--- config.mk ---
export PLATFORM = sky130hd
export DESIGN_NAME = mem_write_arb
export DESIGN_NICKNAME = d
export VERILOG_FILES = /design/src/rtl/mem_write_arb.sv
export SDC_FILE = /design/constraint.sdc
export NUM_CORES = 1
export LEC_CHECK = 0
export ABC_CLOCK_PERIOD_IN_PS = 2300
export CORE_AREA = 2 2 597 599
export CTS_BUF_LIST = sky130_fd_sc_hd__clkbuf_8
export CTS_CLUSTER_SIZE = 8
export DETAILED_ROUTE_END_ITERATION = 16
export DIE_AREA = 0 0 599 601
export GPL_TIMING_DRIVEN = 0
export SETUP_SLACK_MARGIN = 0.15
export SYNTH_ARGS = -nofsm -noshare
export SYNTH_HDL_FRONTEND = slang
export SYNTH_SLANG_ARGS = --single-unit
--- constraint.sdc ---
create_clock -name clk -period 2.3 [get_ports clk]
set_clock_uncertainty 0.1 [all_clocks]
set_input_delay 0.345 -clock clk [delete_from_list [all_inputs] [get_ports clk]]
set_output_delay 0.345 -clock clk [all_outputs]
set_load 0.02 [all_outputs]
--- src/rtl/mem_write_arb.sv ---
// rtl/mem_write_arb.sv - N-client burst-locked write arbiter with a one-entry registered output stage
// Define MEM_WRITE_ARB_FIXED_PRIO_EN for fixed lowest-index priority instead of round-robin.
module mem_write_arb #(
    parameter int WORD_WIDTH        = 8,
    parameter int NUM_WORDS_IN_LINE = 32,
    parameter int ADDR_WIDTH        = 19,
    parameter int NUM_CLIENTS       = 4,
    localparam int ID_W             = $clog2(NUM_CLIENTS),
    localparam int LV_W             = $clog2(NUM_WORDS_IN_LINE),
    localparam int LINE_W           = NUM_WORDS_IN_LINE * WORD_WIDTH
) (
    input  logic                          clk,
    input  logic                          rst_n,
    input  logic [NUM_CLIENTS-1:0]        cl_mem_req,
    output logic [NUM_CLIENTS-1:0]        cl_mem_gnt,
    input  logic [NUM_CLIENTS-1:0]        cl_last,
    input  logic [NUM_CLIENTS*ADDR_WIDTH-1:0] cl_mem_start_addr,
    input  logic [NUM_CLIENTS*ADDR_WIDTH-1:0] cl_mem_size_bytes,
    input  logic [NUM_CLIENTS*LINE_W-1:0] cl_mem_data,
    input  logic [NUM_CLIENTS*LV_W-1:0]   cl_mem_last_valid,
    output logic                          mem_req,
    input  logic                          mem_gnt,
    output logic                          mem_last,
    output logic [ADDR_WIDTH-1:0]         mem_start_addr,
    output logic [ADDR_WIDTH-1:0]         mem_size_bytes,
    output logic [LINE_W-1:0]             mem_data,
    output logic [LV_W-1:0]               mem_last_valid,
    output logic [ID_W-1:0]               mem_client_id
);

    typedef enum logic {IDLE, LOCKED} state_t;

    state_t          state_q, state_d;
    logic [ID_W-1:0] owner_q, owner_d;
    logic [ID_W-1:0] win_id, sel_id, idx;
    logic            win_found, sel_valid, slot_free;

    assign slot_free = !mem_req || mem_gnt;

`ifdef MEM_WRITE_ARB_FIXED_PRIO_EN
    // Scan downwards so the lowest requesting index is the last one written.
    always_comb begin
        win_found = 1'b0;
        win_id    = '0;
        idx       = '0;
        for (int k = NUM_CLIENTS - 1; k >= 0; k--) begin
            idx = ID_W'(k);
            if (cl_mem_req[idx]) begin
                win_found = 1'b1;
                win_id    = idx;
            end
        end
    end
`else
    logic [ID_W-1:0] rr_q, rr_d, next_rr;

    always_comb begin
        win_found = 1'b0;
        win_id    = '0;
        idx       = '0;
        for (int k = 0; k < NUM_CLIENTS; k++) begin
            idx = ID_W'((int'(rr_q) + k) % NUM_CLIENTS);
            if (!win_found && cl_mem_req[idx]) begin
                win_found = 1'b1;
                win_id    = idx;
            end
        end
    end

    assign next_rr = (sel_id == ID_W'(NUM_CLIENTS - 1)) ? '0 : sel_id + 1'b1;

    always_ff @(posedge clk) begin
        if (!rst_n) rr_q <= '0;
        else        rr_q <= rr_d;
    end
`endif

    always_comb begin
        state_d    = state_q;
        owner_d    = owner_q;
        cl_mem_gnt = '0;
        sel_valid  = 1'b0;
        sel_id     = win_id;
`ifndef MEM_WRITE_ARB_FIXED_PRIO_EN
        rr_d       = rr_q;
`endif
        if (state_q == IDLE) begin
            sel_valid = win_found && slot_free;
        end else begin
            sel_id    = owner_q;
            sel_valid = slot_free && cl_mem_req[owner_q];
        end
        if (!rst_n) sel_valid = 1'b0;
        if (sel_valid) begin
            cl_mem_gnt[sel_id] = 1'b1;
            if (cl_last[sel_id]) begin
                state_d = IDLE;
`ifndef MEM_WRITE_ARB_FIXED_PRIO_EN
                rr_d    = next_rr;
`endif
            end else begin
                state_d = LOCKED;
                owner_d = sel_id;
            end
        end
    end

    always_ff @(posedge clk) begin
        if (!rst_n) begin
            state_q <= IDLE;
            owner_q <= '0;
        end else begin
            state_q <= state_d;
            owner_q <= owner_d;
        end
    end

    // Output slot reloads whenever a beat is granted, which covers the drain-and-fill case.
    always_ff @(posedge clk) begin
        if (!rst_n) begin
            mem_req        <= 1'b0;
            mem_last       <= 1'b0;
            mem_start_addr <= '0;
            mem_size_bytes <= '0;
            mem_data       <= '0;
            mem_last_valid <= '0;
            mem_client_id  <= '0;
        end else if (sel_valid) begin
            mem_req        <= 1'b1;
            mem_last       <= cl_last[sel_id];
            mem_start_addr <= cl_mem_start_addr[int'(sel_id) * ADDR_WIDTH +: ADDR_WIDTH];
            mem_size_bytes <= cl_mem_size_bytes[int'(sel_id) * ADDR_WIDTH +: ADDR_WIDTH];
            mem_data       <= cl_mem_data[int'(sel_id) * LINE_W +: LINE_W];
            mem_last_valid <= cl_mem_last_valid[int'(sel_id) * LV_W +: LV_W];
            mem_client_id  <= sel_id;
        end else if (mem_gnt) begin
            mem_req <= 1'b0;
        end
    end

endmodule

Word level (Yosys, flattened, before mapping)
Cells that the tools add are included.
{"block": "word_totals", "inputBits": 1207, "elab_cells": 73, "regBits": 308}
{"block": "classes", "eq_ne": 1, "mul": 2, "mux": 30, "shift": 4, "addsub": 4, "order_cmp": 7, "n_bitwise": 1, "n_reduce_logical": 14}
{"op": "$shiftx 1024x11->256", "n": 1}
{"op": "$shiftx 76x32->19", "n": 1}
{"op": "$shiftx 76x8->19", "n": 1}
{"op": "$shiftx 20x6->5", "n": 1}
{"op": "$lt 2x3->1 const B", "n": 6}
{"op": "$mux 1", "n": 16}
{"op": "$bmux 1 s2", "n": 6}
{"op": "$mux 2", "n": 6}
{"op": "$mul 2x5->7 const B", "n": 1}
{"op": "$logic_and 1x1->1", "n": 6}
{"op": "$mul 2x3->5 const B", "n": 1}
{"op": "$add 2x1->2 const B", "n": 2}
{"op": "$add 2x2->2 const B", "n": 2}
{"op": "$logic_not 1->1", "n": 4}
{"op": "$mux 4", "n": 1}
{"op": "$reduce_and 2->1", "n": 2}
{"op": "$demux 1 s2", "n": 1}
{"op": "$eq 2x2->1 const B", "n": 1}
{"op": "$ge 2x1->1 const B", "n": 1}
{"op": "$reduce_bool 2->1", "n": 1}
{"op": "$logic_or 1x1->1", "n": 1}
{"op": "$not 1->1", "n": 1}

Longest topological paths before layout
{"block": "logic_depth", "depth_word": 18, "mapped_depth": 11, "mapped_depth_nobuf": 7}

Least setup slack after synthesis
Ideal clock, no wire load.
{"block": "synth_timing", "path_kind": "flip-flop to output port", "startpoint": "register rr_q[0]", "endpoint": "output cl_mem_gnt[3]", "t_arrival_ps": 2025, "path_buffers": 4, "path_stages_with_launch": 11, "required_time_ps": 1855, "slack_ps": -170, "path_cell_list": "dfxtp_1 -> buf_2 -> nor4b_1 -> o21ai_0 -> o211a_1 -> buf_2 -> clkinv_2 -> clkbuf_1 -> buf_2 -> ha_1 -> and3_1"}
{"block": "synth_between", "elab_chain_cells": 18}
{"item": "from (decl)", "line_no": "55", "text": "logic [ID_W-1:0] rr_q, rr_d, next_rr;"}
{"item": "from (signal assigned)", "line_no": "74", "text": "else rr_q <= rr_d;"}
{"item": "branches (longest 17 deep; another with $add 2x1->2)"}
{"item": "$mux 4 (*)", "line_no": "94", "text": "if (sel_valid) begin"}
{"item": "to (decl)", "line_no": "15", "text": "output logic [NUM_CLIENTS-1:0] cl_mem_gnt,"}
Every way passes the cells marked *. The select of a mux whose other input is x is not followed.

Final worst setup path
{"block": "layout_timing", "startpoint": "register rr_q[1]", "endpoint": "output cl_mem_gnt[3]"}
The elaborated chain is that of the path after synthesis.

==> run metrics <==
required time worst endpoint=around 1.9 ns; CTS tree=done; leading cell type in the layout, fill and taps excluded=clkdlybuf4s50_1; DRC=0; Clk network pwr share=around an eighth; estimated wirelength of the detail-placed design=between 200 and 300 mm; relative area change from synthesis to final layout=172%; initial antenna violation count=between 150 and 200; number of cell instances on the worst register-to-register path=15; worst-case setup margin in the final layout=-0.923 ns; global placement routability congestion=slightly below 1; classification of the worst setup path=register to output pin; post-synthesis register bit count=about 310; number of fill cells=between 40000 and 50000; power per cell area=around 1300 nW/um^2; Switching Power=~34 mW; most frequent cells in the layout=clkdlybuf4s50_1 (1503), nand2_1 (840), a21oi_1 (415); number of buffers added on ports=roughly 1500; DRT iter0 DRCs=roughly 2300; Critical Path Sink Type=output pin; Flop pwr share=between 10% and 20%; leakage power summed over all cells=a little under 20 nW; transition time of the tightest slew-check pin=between 1 and 1.5 ns; placement row count=approximately 220; post-synth design cell area=about 19000 um^2; Worst Hold Path Cells=4; area taken by multi-input logic gates=13400 um^2; maximum resistive drop on vdd=between 0.6 and 0.7 mV; via total after detailed routing=between 30000 and 40000; final count of pins violating max slew=0; net count of the finished layout=roughly 5800; portion of synthesized cell area occupied by the leading cell type=~33%; Levels on crit path=11; Non-Filler Instances=roughly 9400; CTS Buffer Depth=4; CTS Root Cell=clkbuf_8; number of CTS-inserted buffers=slightly below 80; nets in the synthesized netlist=around 3800; Post-Synthesis Mean Instance Area=about 7 um^2; total gr overflow=0; critical path's top delay family=buffers and inverters; total buffers and inverters traversed by the critical path=6; portion of the post-synthesis area used by sequential elements=33.3%; vias in the first global route=~29000; Tmin final=3.22 ns; Int Power=31.4 mW; Sinks on Clock Net=~310; Sequential cell area=6170 um^2; unrepaired setup endpoints after global routing=yes; Arrival @ worst endpoint=roughly 2.8 ns; Clock Latency Late Sink=a little under 0.9 ns; final setup fails=between 500 and 600; height of the die=601 um; number of endpoints with negative hold slack in the final report=0; CP cell instances=buf_6, and4b_1, o21ai_1, o211a_1, buf_12, clkinv_16, clkbuf_16, buf_16, ha_4, and3_4, buf_8; routed len/inst=32.5 um; Die X=between 500 and 600 um; final critical-path share of the clock period=140%; final non-filler cell area=about 50000 um^2; area inside the core boundary=354000 um^2; count of warnings emitted by yosys=0; first-pass GRT wire length=roughly 360 mm; type of the most critical hold path=input pin to register; total die area=between 300000 and 400000 um^2; number of different library cells in the post-synthesis netlist=43; cell type contributing the most total cell area after synthesis=dfxtp_1; violated checks=negative setup slack; outcome=complete, but fails checks; number of routed nets with antenna violations=0; critical-path maximum fanout=8; biggest cell delay along the critical path=0.32 ns; via count normalized by instance count=3.19; worst slew margin relative to its limit=a little under a third; share of total power in combinational logic=72.7%; post-detailed-routing wire length=~310 mm; standard cell area after detailed placement=between 40000 and 50000 um^2; switch share=between 50% and 60%; I/O pins=1514; kind of start point of the critical path=register; max-cap viol count=0; dpl cells=a little under 9000; iteration count of the initial detailed-routing pass=5; clk slew on worst S/H paths=~0.070 ns; synth top area cells=dfxtp_1 (33%), nand2_1 (18%), a21oi_1 (16%), mux2i_1 (8.7%), a32o_1 (8.4%); Achievable Freq=between 300 and 400 MHz; fraction of layout instances using a drive strength above 1=between 20% and 30%; H-tree Lvls=3; Crit-path slowest cell=dfxtp_2; Synth Instances=2581; largest net degree at the start of global routing=12; All-Layer GR Usage=16.1%; starting density of the core=under 10%
## layout make-up
cell class,count,area share (%)
Multi-Input combinational cell,2010,26.6
Buffer,254,5.72
Antenna cell,61,0.303
Tap cell,4751,11.8
Timing Repair Buffer,1917,40.0
Clock inverter,44,0.854
Inverter,7,0.104
Clock buffer,87,2.38
Sequential cell,308,12.2
## what timing repair did
action,CTS,global route
pin swaps,38,214
setup buffers,92,49
gates resized for setup,643,540
endpoints found under the hold margin,154,0
gates cloned,16,18
endpoints found under the setup margin,615,615
hold buffers,223,0
## path summary, 6_finish.rpt
path | from | slack (ns) | end
worst max-delay path | rr_q[1]$_SDFFE_PN0P_ | -0.92 | cl_mem_gnt[3]
worst min-delay path | cl_mem_data[434] | 0.11 | mem_data[178]$_SDFFE_PN0P_
worst max register to register | rr_q[1]$_SDFFE_PN0P_ | -0.77 | mem_data[14]$_SDFFE_PN0P_
worst min register to register | mem_data[136]$_SDFFE_PN0P_ | 0.35 | mem_data[136]$_SDFFE_PN0P_
## Yosys cell counts (all sizes together)
cell type  instances
o211a              2
nand3b             1
nor3               3
or4                1
o211ai             2
mux2               1
inv                6
a211oi             2
nor2               6
nor4b              1
nand2            894
buf              104
nor2b              3
o21bai             2
o21a               1
and4b              1
a211o            145
dfxtp            308
clkinv             1
mux2i            161
a21boi             2
a2111oi            1
nand3              3
clkbuf           152
o22ai              1
and4               1
a21oi            601
a31o               1
nand2b             2
a32o             155
ha                 1
mux4               1
and2               4
and3               3
o21ai              4
nand4              2
a221oi             2
## power by group through the flow
stage	sequential [mW]	combinational, mW	clock [mW]
CTS	9.95	45.3	8.33
finish	9.99	47.6	7.93
floorplan	13.0	11.6	0
global route	10.3	50.2	8.46
global placement	9.90	39.3	0
detailed placement	10.0	39.2	0
## through the flow
stage	setup TNS [ns]	setup WS [ns]	util (%)	total power, mW	hold WS [ns]
2_1_floorplan	0	0.0977	-	24.6	0.398
3_3_place_gp	-798.95	-3.51	11.3	49.2	0.339
3_5_place_dp	-664.85	-3.12	11.3	49.2	0.345
4_1_cts	-276.01	-1.19	13.5	63.6	0.000113
5_1_grt	-282.92	-1.07	14.2	69.0	0.0332
6_report	-219.16	-0.923	14.2	65.5	0.111
## routing by layer
metal  wire [um]  vias to the layer above  GRT usage, %
met5         399                        -             0
met4       13000                       60          6.23
met3       26200                      545          5.18
met2      161000                     1676          30.2
met1      106000                    14510          16.2
li1            -                    13284             -
## cells by family after synthesis
kind of cell	count (synthesis)	synth area share, %
AND/OR/NAND/NOR	925	19.1
AO/OA/AOI/OAI	921	32.3
flip-flops	308	33.3
buffers and inverters	263	6.38
multiplexers	163	8.87
adder cells (fa/ha/maj)	1	0.0675
## sequential cells by signal (all words and copies together), names as in the netlist
signal	flops
mem_last_valid	5
mem_start_addr	19
mem_req	1
mem_size_bytes	19
owner_q	2
rr_q	2
mem_data	256
mem_last	1
state_q	1
mem_client_id	2
## worst min-delay path: cells and delay by family
kind,cells,cell delay [ns]
buffers and inverters,1,0.44
and+or+nand+nor,1,0.08
AOI/OAI and AO/OA,2,0.20
Power figures use the tool's default switching activity.
